File: src/rtl/sub_pkg.sv
// sub_pkg: shared types and constants for the bit-serial ripple-borrow subtractor
//   sub_state_t        : controller states (IDLE, RUN, DONE)
//   SUB_WIDTH_DEFAULT  : default operand width, shared with the adder bench
package sub_pkg;

    typedef enum logic [1:0] {
        IDLE,
        RUN,
        DONE
    } sub_state_t;

    localparam int SUB_WIDTH_DEFAULT = 3;

endpackage

File: src/rtl/full_subtractor_bit.sv
// full_subtractor_bit: one-bit combinational full subtractor cell
//   a    : minuend bit
//   b    : subtrahend bit
//   bin  : borrow-in
//   d    : difference bit a - b - bin
//   bout : borrow-out
module full_subtractor_bit (
    input  logic a,
    input  logic b,
    input  logic bin,
    output logic d,
    output logic bout
);

    assign d    = a ^ b ^ bin;
    // Borrow when b exceeds a outright, or a == b and a borrow is pending.
    assign bout = (~a & b) | (~(a ^ b) & bin);

endmodule

File: src/rtl/ripple_borrow_subtractor_seq.sv
// ripple_borrow_subtractor_seq: bit-serial a - b - bin, LSB first, with valid/ready handshakes
//   clk       : clock, rising edge
//   rst_n     : asynchronous active-low reset
//   in_valid  : operand bundle valid
//   in_ready  : block can accept operands (registered)
//   a, b, bin : minuend, subtrahend, borrow-in
//   out_valid : result valid (registered)
//   out_ready : downstream accepts result
//   diff      : difference, registered
//   bout      : borrow-out, registered; 1 iff a < b + bin
module ripple_borrow_subtractor_seq
    import sub_pkg::*;
#(
    parameter int WIDTH = SUB_WIDTH_DEFAULT
) (
    input  logic             clk,
    input  logic             rst_n,
    input  logic             in_valid,
    output logic             in_ready,
    input  logic [WIDTH-1:0] a,
    input  logic [WIDTH-1:0] b,
    input  logic             bin,
    output logic             out_valid,
    input  logic             out_ready,
    output logic [WIDTH-1:0] diff,
    output logic             bout
);

    localparam int           IW   = (WIDTH > 1) ? $clog2(WIDTH) : 1;
    localparam logic [IW-1:0] LAST = IW'(WIDTH - 1);

    sub_state_t      state;
    logic [WIDTH-1:0] a_q;
    logic [WIDTH-1:0] b_q;
    logic [IW-1:0]    idx;
    logic             bw;
    logic             d;
    logic             bw_next;

    // The single shared cell walks across the latched operands one bit per cycle.
    full_subtractor_bit u_cell (
        .a   (a_q[idx]),
        .b   (b_q[idx]),
        .bin (bw),
        .d   (d),
        .bout(bw_next)
    );

    always_ff @(posedge clk or negedge rst_n) begin
        if (!rst_n) begin
            state     <= IDLE;
            in_ready  <= 1'b1;
            out_valid <= 1'b0;
            diff      <= '0;
            bout      <= 1'b0;
            idx       <= '0;
            bw        <= 1'b0;
            a_q       <= '0;
            b_q       <= '0;
        end else begin
            case (state)
                IDLE: begin
                    if (in_valid) begin
                        a_q      <= a;
                        b_q      <= b;
                        bw       <= bin;
                        idx      <= '0;
                        diff     <= '0;
                        in_ready <= 1'b0;
                        state    <= RUN;
                    end
                end
                RUN: begin
                    diff[idx] <= d;
                    bw        <= bw_next;
                    idx       <= idx + IW'(1);
                    if (idx == LAST) begin
                        bout      <= bw_next;
                        out_valid <= 1'b1;
                        state     <= DONE;
                    end
                end
                DONE: begin
                    if (out_ready) begin
                        out_valid <= 1'b0;
                        in_ready  <= 1'b1;
                        state     <= IDLE;
                    end
                end
                default: begin
                    state     <= IDLE;
                    in_ready  <= 1'b1;
                    out_valid <= 1'b0;
                end
            endcase
        end
    end

endmodule

File: config.mk
export PLATFORM = sky130hd
export DESIGN_NAME = ripple_borrow_subtractor_seq
export DESIGN_NICKNAME = d
export VERILOG_FILES = /design/src/rtl/sub_pkg.sv /design/src/rtl/full_subtractor_bit.sv /design/src/rtl/ripple_borrow_subtractor_seq.sv
export SDC_FILE = /design/constraint.sdc
export NUM_CORES = 1
export LEC_CHECK = 0
export BUFFER_PORTS_ARGS = -buffer_cell sky130_fd_sc_hd__buf_2
export CAP_MARGIN = 20
export CORE_MARGIN = 3
export CORE_UTILIZATION = 50
export DETAILED_ROUTE_END_ITERATION = 12
export GPL_ROUTABILITY_DRIVEN = 0
export PLACE_DENSITY = 0.77
export SLEW_MARGIN = 20
export SYNTH_ARGS = -nofsm -noshare
export SYNTH_HDL_FRONTEND = slang
export SYNTH_SLANG_ARGS = --single-unit
File: constraint.sdc
create_clock -name clk -period 5.7 [get_ports clk]
set_input_delay 1.14 -clock clk [delete_from_list [all_inputs] [get_ports clk]]
set_output_delay 1.14 -clock clk [all_outputs]
set_load 0.02 [all_outputs]
# After elaboration in Yosys (flattened, before gate mapping)
# Cells that the tools add are included.
# W data, S select, Z words.
# word_totals
word_cells	59
input_bits	11
register_bits	17
# op_classes
order_cmp	2
muxes	23
addsub	1
n_reduce_logical	9
bitwise_logic	9
n_eq_ne	6
# op_table
op	n
$reduce_and A3 Y1	3
$mux W1	8
$mux W2	4
$ne A2 B2 Y1 const B	3
$pmux W1 S3	2
$pmux W2 S3	1
$pmux W3 S2	1
$reduce_and A2 Y1	3
$bmux W1 S2	2
$eq A2 B2 Y1 const B	2
$not A1 Y1	4
$pmux W2 S2	1
$bwmux W3	1
$lt A2 B3 Y1 const B	1
$mux W3	1
$add A2 B1 Y2 const B	1
$and A1 B1 Y1	2
$demux W1 S2	1
$eq A2 B1 Y1 const B	1
$ge A2 B1 Y1 const B	1
$logic_not A2 Y1	1
$pmux W1 S2	1
$reduce_bool A2 Y1	1
$xor A1 B1 Y1	2
other kinds (2)	2

# Depth between registers and ports, before layout
# Gate-level depths: netlist of the first run.
# depth
ltp_word	7
mapped_depth	7
ltp_nobuf	7

# Cells and area by module
# Synthesis of the first run repeated with hierarchy kept, for this count alone.
# hier_totals
cells_unflattened	75
area_unflattened_um2	839.6
# modules_own_cells
mod	cells_each	area_per_inst_um2	seq_area_each_um2	n_inst
ripple_borrow_subtractor_seq	71	808.3	426.7	1
full_subtractor_bit	4	31.3	0.0	1

# Worst setup path before layout of the first run
# Ideal clock, no wire load.
# synth_timing
path_kind	flip-flop to flip-flop
from	register idx[1]
to	register diff[2]
setup_time_ps	121
path_stages_with_launch	8
slack_ps	3786
n_path_buf	0
arrival_ps	1793
path_cell_list	dfrtp_1 mux2i_1 nor2_1 a31oi_1 fa_1 nor2b_1 mux2_2 a22o_1
# synth_between
elab_chain_len	6
# synth_rtl
element	line_no	rtl
start, declared	ripple_borrow_subtractor_seq.sv:35	logic [IW-1:0] idx;
start signal, assigned	ripple_borrow_subtractor_seq.sv:76	idx <= idx + IW'(1);
$lt A2 B3 Y1 (not written as such), or another cell as far along	ripple_borrow_subtractor_seq.sv:74	diff[idx] <= d;
$logic_and A1 B1 Y1 (not written as such), or another cell as far along	ripple_borrow_subtractor_seq.sv:74	
$mux W1 (not written as such) / $xor A1 B1 Y1 (equally long branches)	ripple_borrow_subtractor_seq.sv:74, full_subtractor_bit.sv:15	
$demux W1 S2 / $xor A1 B1 Y1 (equally long branches)	ripple_borrow_subtractor_seq.sv:74, full_subtractor_bit.sv:15	
$bwmux W3 *	ripple_borrow_subtractor_seq.sv:74	
$pmux W3 S2 *	ripple_borrow_subtractor_seq.sv:61	case (state)
end signal, assigned	ripple_borrow_subtractor_seq.sv:54	diff <= '0;
end signal, assigned	ripple_borrow_subtractor_seq.sv:68	diff <= '0;
end signal, assigned by index	ripple_borrow_subtractor_seq.sv:74	
end, declared	ripple_borrow_subtractor_seq.sv:25	output logic [WIDTH-1:0] diff,
# Mark *: on every way between the ends. The rest lies on a longest branch, timed or not. The select of a mux whose other input is x is not followed.
# A chain may end at the register's enable or synchronous reset.

# Final worst setup path of the first run
# layout_timing
from	register in_ready
to	output port in_ready
# layout_rtl
element	line_no	rtl
start, declared	ripple_borrow_subtractor_seq.sv:19	output logic in_ready,
start signal, assigned	ripple_borrow_subtractor_seq.sv:52	in_ready <= 1'b1;
start signal, assigned	ripple_borrow_subtractor_seq.sv:69	in_ready <= 1'b0;
start signal, assigned	ripple_borrow_subtractor_seq.sv:86	in_ready <= 1'b1;
# No word-level cell between the ends.

==> results of run 1 <==
==> cell type report <==
type	instances	area, um^2	share of cell area
Tap cell	15	18.8	0.0201
Timing Repair Buffer	16	80.1	0.0858
Clock buffer	4	26.3	0.0282
Sequential cell	17	427	0.457
Inverter	5	18.8	0.0201
Multi-Input combinational cell	43	363	0.389
==> cell usage after synthesis (all sizes together) (2+ instances only) <==
master  number  area share
mux2         9        0.12
nor2         3       0.014
o21ai        3       0.018
dfrtp       16        0.49
inv          5       0.023
a21oi        4       0.024
o22a         2       0.021
a22o         3       0.032
nor3b        2       0.032
nand2        3       0.014
mux2i        2       0.024
ha           3       0.046
==> cells by family after synthesis <==
logic type,after synthesis,share of synthesized area
compound gates,17,0.142
fa+ha+maj,4,0.0703
buf+inv,7,0.0352
flops,17,0.521
mux,11,0.148
simple gates,11,0.0826
==> metal layers <==
layer | global-route usage | share of wire | up-vias
met2 | 0.245 | 0.45 | 12
met5 | 0 | 0 | -
met1 | 0.220 | 0.49 | 265
met4 | 0.0511 | 0.012 | 0
li1 | - | - | 273
met3 | 0.0352 | 0.047 | 3
==> worst max-delay path by stage <==
stage                to  cells after the start  slack, ps
6_report       in_ready                      1       3560
5_1_grt         diff[0]                      7       3480
4_1_cts        in_ready                      1       3550
3_5_place_dp     a_q[0]                      3       3580
3_3_place_gp     a_q[1]                      3       3600
2_1_floorplan   diff[2]                      7       3790
==> sequential cells by signal, summed over array words and instances, names as in the netlist <==
| signal | count |
|---|---|
| a_q | 3 |
| b_q | 3 |
| bout | 1 |
| bw | 1 |
| diff | 3 |
| idx | 2 |
| in_ready | 1 |
| out_valid | 1 |
| state | 2 |
==> per-stage QoR <==
stage | instances | utilization | power [uW] | hold slack [ps] | worst slack, ps
6_report | 100 | 0.660 | 582 | 503 | 3560
5_1_grt | 100 | 0.660 | 642 | 535 | 3480
4_1_cts | 100 | 0.660 | 588 | 498 | 3550
3_5_place_dp | 96 | 0.641 | 521 | 473 | 3580
3_3_place_gp | 96 | 0.641 | 512 | 469 | 3600
2_1_floorplan | 67 | - | 454 | 480 | 3790
==> power by group through the flow <==
stage                     Combinational [uW]  Sequential (uW)  Clock, uW
after floorplan                          211              242          0
after global placement                   268              244          0
after detailed placement                 277              244          0
after CTS                                280              242       66.6
after global routing                     316              254       71.0
final                                    275              242       65.1
==> flow_metrics.env, run 1 <==
export IMPL_status="completed"
export IMPL_synth_main_ff_cell="dfrtp_1"
export IMPL_coreArea_mm2=0.00142
export IMPL_antenna_cells=0
export IMPL_cp_required_ps=4560
export IMPL_holdCritStartpoint="bout"
export IMPL_postRouteAntennaNets=0
export IMPL_reg2reg_to="diff[0]"
export IMPL_area_growth_syn_to_layout_pct=14.1
export IMPL_synthCells=67
export IMPL_crit_family="flip-flops"
export IMPL_vias=553
export IMPL_dp_hpwl_mm=1.07
export IMPL_post_cts_buffers=0
export IMPL_finalCritPeriodShare=0.376
export IMPL_path_max_fanout=3
export IMPL_layout_common_cells="16 x dfrtp_1, 16 x buf_2, 9 x mux2_2"
export IMPL_drt_iter0_markers=3
export IMPL_tightestPinTransition_ps=485
export IMPL_cap_violations=0
export IMPL_post_dp_cell_area_um2=907
export IMPL_cts_resized=0
export IMPL_cts_root_buffer="clkbuf_4"
export IMPL_holdPathStages=2
export IMPL_final_layout_size_suffix_gt1_frac=0.353
export IMPL_grt_pass1_wl_mm=2.42
export IMPL_hp_class="reg2reg"
export IMPL_holdBufCountCts=0
export IMPL_cts_sinks=17
export IMPL_post_drt_via_cell_ratio=5.53
export IMPL_rsz0062_at_grt="no"
export IMPL_die_height_um=46.5
export IMPL_design_portCount=17
export IMPL_fin_area_um2=933
export IMPL_setup_violations=0
export IMPL_crit_slowest_cell="dfstp_2"
export IMPL_die_area_mm2=0.00216
export IMPL_synthArstFlopShare=1.00
export IMPL_synth_edff_count=0
export IMPL_syn_nets=82
export IMPL_cts_buffers_inserted=3
export IMPL_worstPathArrival_ps=1000
export IMPL_wire_per_inst_um=14.0
export IMPL_grt_ovfl_total=0
export IMPL_skew_ps=2.90
export IMPL_pwr_share_seq=0.416
export IMPL_crit_type="reg2out"
export IMPL_drc_errors=0
export IMPL_r2r_start="idx[1]"
export IMPL_synth_seq_area_share=0.521
export IMPL_crit_start="in_ready"
export IMPL_max_freq_mhz=467
export IMPL_fin_crit_ps=2140
export IMPL_first_pass_iters=2
export IMPL_crit_buf_inv=1
export IMPL_clkLatencyLatePin_ps=290
export IMPL_portBuffers=16
export IMPL_switching_share=0.394
export IMPL_r2r_worst_path_cells=7
export IMPL_slew_headroom=0.677
export IMPL_groute_usage_overall=0.159
export IMPL_cp_end_kind="output pin"
export IMPL_ys_types=25
export IMPL_hold_end="bout"
export IMPL_finalHoldViolations=0
export IMPL_vdd_drop_max_mv=0.337
export IMPL_h_tree_depth=1
export IMPL_cts_tree="yes"
export IMPL_routed_wl_mm=1.40
export IMPL_p_int_uw=353
export IMPL_antenna_found_initial=0
export IMPL_netlist_area_um2=818
export IMPL_cellPowerDensity_mw_per_mm2=624
export IMPL_pwr_share_clk=0.112
export IMPL_start_util=0.578
export IMPL_die_w_um=46.5
export IMPL_ys_ff_latch=17
export IMPL_path_clk_slew_ps=100
export IMPL_timing_setup_tns_ps=0
export IMPL_grt_pass1_vias=551
export IMPL_fin_nets=101
export IMPL_slowest_delay_ps=550
export IMPL_r2r_slack_ps=3630
export IMPL_p_comb_frac=0.472
export IMPL_synth_area_per_cell_um2=12.2
export IMPL_final_max_slew_viol_count=0
export IMPL_ys_warn_count=0
export IMPL_n_fill_cell=113
export IMPL_grt_max_degree=18
export IMPL_cts_buffer_depth=2
export IMPL_leakage_uw=0.000440
export IMPL_start_kind="flop"
export IMPL_row_count=13
export IMPL_path_cells="buf_2"
export IMPL_switching_power_uw=230
No activity file was read; power rests on OpenSTA's default activity.
==> inputs of run 2 (changes only) <==
==> constraint.sdc (replaced) <==
create_clock -name clk -period 2.2 [get_ports clk]
set_input_delay 0.44 -clock clk [delete_from_list [all_inputs] [get_ports clk]]
set_output_delay 0.44 -clock clk [all_outputs]
set_load 0.02 [all_outputs]
==> flow_metrics.env, run 2 (synthesized netlist as in run 1, its figures left out) <==
export IMPL_h_tree_depth=1
export IMPL_design_portCount=17
export IMPL_dp_cells=96
export IMPL_post_dp_cell_area_um2=907
export IMPL_cts_tree="yes"
export IMPL_final_max_slew_viol_count=0
export IMPL_antenna_found_initial=0
export IMPL_wire_per_inst_um=15.3
export IMPL_die_area_mm2=0.00216
export IMPL_grt_pass1_wl_mm=2.57
export IMPL_cts_sinks=17
export IMPL_vias=577
export IMPL_row_count=13
export IMPL_path_clk_slew_ps=90
export IMPL_grt_ovfl_total=0
export IMPL_worstPathArrival_ps=2230
export IMPL_portBuffers=16
export IMPL_setup_violations=0
export IMPL_use_met2=0.277
export IMPL_die_height_um=46.5
export IMPL_final_cells=100
export IMPL_post_drt_via_cell_ratio=5.77
export IMPL_busiest_layer="met2"
export IMPL_grt_pass1_vias=557
export IMPL_postRouteAntennaNets=0
export IMPL_finalCritPeriodShare=0.933
export IMPL_dp_slack_ps=105
export IMPL_area_growth_syn_to_layout_pct=14.2
export IMPL_cp_end_kind="flop"
export IMPL_drt_iter0_markers=10
export IMPL_status="completed"
export IMPL_fin_area_um2=935
export IMPL_final_setup_worst_slack_ps=147
export IMPL_antenna_cells=0
export IMPL_finalHoldViolations=0
export IMPL_hp_class="in2async"
export IMPL_timing_setup_tns_ps=0
export IMPL_die_w_um=46.5
export IMPL_drc_errors=0
export IMPL_leakage_uw=0.000439
export IMPL_cts_root_buffer="clkbuf_4"
export IMPL_met1_usage=0.223
export IMPL_slew_headroom=0.659
export IMPL_start_util=0.578
export IMPL_vdd_drop_max_mv=0.879
export IMPL_cap_violations=0
export IMPL_groute_usage_overall=0.172
export IMPL_skew_ps=2.99
export IMPL_dp_hpwl_mm=1.19
export IMPL_max_freq_mhz=487
export IMPL_cp_required_ps=2380
export IMPL_power_uw=1530
export IMPL_start_kind="flop"
export IMPL_layout_commonest_cell="buf_2"
export IMPL_rsz0062_at_grt="no"
export IMPL_use_met3=0.0352
export IMPL_cts_buffers_inserted=3
export IMPL_fin_nets=101
export IMPL_layout_common_cells="16 x buf_2, 15 x dfrtp_1, 9 x mux2_2"
export IMPL_crit_start="idx[1]"
export IMPL_tightestPinTransition_ps=512
export IMPL_reg_largest_list="a_q: 3 flops, b_q: 3 flops, diff: 3 flops"
export IMPL_r2r_start="idx[1]"
export IMPL_routed_wl_mm=1.53
export IMPL_clkLatencyLatePin_ps=280
export IMPL_cellPowerDensity_mw_per_mm2=1640
export IMPL_grt_max_degree=18
export IMPL_cts_buffer_depth=2
export IMPL_crit_type="reg2reg"
export IMPL_coreArea_mm2=0.00142
export IMPL_final_layout_size_suffix_gt1_frac=0.365
export IMPL_r2r_worst_path_cells=7
export IMPL_path_max_fanout=6
export IMPL_first_pass_iters=4
export IMPL_fin_crit_ps=2050
## run 2: timing repair
action                                  4_1_cts  5_1_grt
setup buffers                                 0        0
gates resized for setup                       0        1
hold buffers                                  0        0
endpoints found under the setup margin        0        3
## run 2: layout make-up
type	instances	area, um^2
well taps	15	18.8
clock buffers	4	26.3
flip-flops and latches	17	428
repair buffers	16	80.1
inverters	5	18.8
fillers	108	480
multi-input cells	43	363
## run 2: metal layers
layer  wire length [um]  share of wire
met3                 90          0.059
met1                663           0.43
met5                  0              0
met2                756           0.49
met4                 21          0.014
## run 2: through the flow
| step | hold slack (ps) | utilization |
|---|---|---|
| 6_report | 55.5 | 0.660 |
| 5_1_grt | 62.7 | 0.660 |
| 4_1_cts | 69.2 | 0.660 |
| 3_5_place_dp | 380 | 0.641 |
| 3_3_place_gp | 378 | 0.641 |
| 2_1_floorplan | 144 | - |
## run 2: worst paths after layout
kind | endpoint | slack [ps]
setup / recovery | diff[2] | 150
hold / removal | diff[1] | 60
setup reg to reg | diff[2] | 150
hold reg to reg | bout | 490
max in group asynchronous | in_ready | 1840
min in group clk | state[1] | 350
## run 2: report_power, final
part	total (uW)	switching, uW	internal (uW)	leakage, uW
Clock	159	88.1	70.4	0.0000150
Sequential	638	163	474	0.000202
Combinational	732	358	375	0.000222
## run 2: worst max-delay path: stages, from the launching register on
cell     delay (ps)
dfrtp_2         430
mux2i_1         210
nor2_1           60
a31oi_1         190
fa_1            440
nor2b_1         160
mux2_2          280
a22o_1          180
==> inputs of run 3 (changes only) <==
--- a/config.mk
+++ b/config.mk
@@ -7,7 +7,7 @@
 export LEC_CHECK = 0
 export BUFFER_PORTS_ARGS = -buffer_cell sky130_fd_sc_hd__buf_2
 export CAP_MARGIN = 20
-export CORE_MARGIN = 3
+export CORE_MARGIN = 2
 export CORE_UTILIZATION = 50
 export DETAILED_ROUTE_END_ITERATION = 12
 export GPL_ROUTABILITY_DRIVEN = 0
==> flow_metrics.env, run 3 (synthesized netlist as in run 1, its figures left out) <==
export IMPL_status="completed"
export IMPL_skew_ps=2.13
export IMPL_first_pass_iters=4
export IMPL_cap_violations=0
export IMPL_cp_required_ps=2390
export IMPL_coreArea_mm2=0.00152
export IMPL_slew_headroom=0.677
export IMPL_grt_pass1_wl_mm=2.35
export IMPL_antenna_cells=0
export IMPL_fin_crit_ps=2030
export IMPL_timing_setup_tns_ps=0
export IMPL_setup_violations=0
export IMPL_dp_hpwl_mm=1.08
export IMPL_finalHoldViolations=0
export IMPL_cts_tree="yes"
export IMPL_layout_commonest_cell="buf_2"
export IMPL_path_clk_slew_ps=90
export IMPL_vdd_drop_max_mv=0.756
export IMPL_grt_max_degree=18
export IMPL_h_tree_depth=1
export IMPL_antenna_found_initial=0
export IMPL_grt_pass1_vias=530
export IMPL_die_w_um=44.5
export IMPL_cts_sinks=17
export IMPL_start_util=0.537
export IMPL_path_max_fanout=6
export IMPL_final_max_slew_viol_count=0
export IMPL_cp_end_kind="flop"
export IMPL_worstPathArrival_ps=2210
export IMPL_fin_area_um2=936
export IMPL_cts_root_buffer="clkbuf_4"
export IMPL_post_dp_cell_area_um2=908
export IMPL_area_growth_syn_to_layout_pct=14.4
export IMPL_postRouteAntennaNets=0
export IMPL_r2r_start="idx[1]"
export IMPL_drc_errors=0
export IMPL_routed_wl_mm=1.41
export IMPL_leakage_uw=0.000439
export IMPL_n_fill_cell=131
export IMPL_final_layout_size_suffix_gt1_frac=0.365
export IMPL_tightestPinTransition_ps=485
export IMPL_final_util=0.614
export IMPL_wire_per_inst_um=14.0
export IMPL_cellPowerDensity_mw_per_mm2=1630
export IMPL_fin_nets=101
export IMPL_start_kind="flop"
export IMPL_use_met2=0.279
export IMPL_cts_buffers_inserted=3
export IMPL_hp_class="in2async"
export IMPL_design_portCount=17
export IMPL_die_area_mm2=0.00198
export IMPL_r2r_worst_path_cells=7
export IMPL_post_cts_buffers=0
export IMPL_cts_buffer_depth=2
export IMPL_row_count=14
export IMPL_vias=573
export IMPL_busiest_layer="met2"
export IMPL_holdBufCountCts=0
export IMPL_layout_common_cells="16 x buf_2, 15 x dfrtp_1, 9 x mux2_2"
export IMPL_rsz0062_at_grt="no"
export IMPL_hold_ws_ps=49.3
export IMPL_met1_usage=0.213
export IMPL_portBuffers=16
export IMPL_reg_largest_list="a_q: 3 flops, b_q: 3 flops, diff: 3 flops"
export IMPL_finalCritPeriodShare=0.921
export IMPL_die_height_um=44.5
export IMPL_grt_ovfl_total=0
export IMPL_use_met3=0.0245
export IMPL_clkLatencyLatePin_ps=290
export IMPL_crit_start="idx[1]"
export IMPL_max_freq_mhz=494
export IMPL_crit_type="reg2reg"
export IMPL_groute_usage_overall=0.172
export IMPL_drt_iter0_markers=3
export IMPL_post_drt_via_cell_ratio=5.67
==> run 3: per-stage QoR <==
stage	worst slack (ps)	power [uW]	std cells
3_3_place_gp	207	1320	97
3_5_place_dp	127	1370	97
4_1_cts	110	1530	101
5_1_grt	60.7	1640	101
6_report	174	1520	101
2_1_floorplan	286	1180	67
==> run 3: worst paths after layout <==
check / endpoint / slack [ps]
min: out_valid / 50
min in group clk: state[1] / 340
max reg2reg: diff[2] / 170
max in group asynchronous: in_ready / 1830
max: diff[2] / 170
min reg2reg: bout / 500
==> run 3: report_power, final <==
| part | switching [uW] | leakage, uW | internal [uW] |
|---|---|---|---|
| Clock | 94.7 | 0.0000150 | 70.6 |
| Sequential | 156 | 0.000202 | 475 |
| Combinational | 354 | 0.000222 | 372 |
==> run 3: layout make-up <==
type | instances | area (um^2) | share of cell area
Multi-Input combinational cell | 43 | 363 | 0.388
Inverter | 5 | 18.8 | 0.0201
Sequential cell | 17 | 428 | 0.457
Clock buffer | 4 | 26.3 | 0.0281
Tap cell | 16 | 20.0 | 0.0214
Timing Repair Buffer | 16 | 80.1 | 0.0856
==> run 3: per-layer routing <==
metal	share of wire	wire length [um]
met2	0.49	688
met4	0.029	41
met5	0	0
met3	0.035	50
met1	0.45	629
==> run 3: what timing repair did <==
item / CTS / global route
setup endpoints to repair: 0 / 1
gates resized for setup: 0 / 1
endpoints found under the hold margin: 0 / 0
==> run 3: worst max-delay path: stages (launching register included) <==
cell,delay [ps]
dfrtp_2,430
mux2i_1,190
nor2_1,50
a31oi_1,180
fa_1,440
nor2b_1,170
mux2_2,290
a22o_1,180
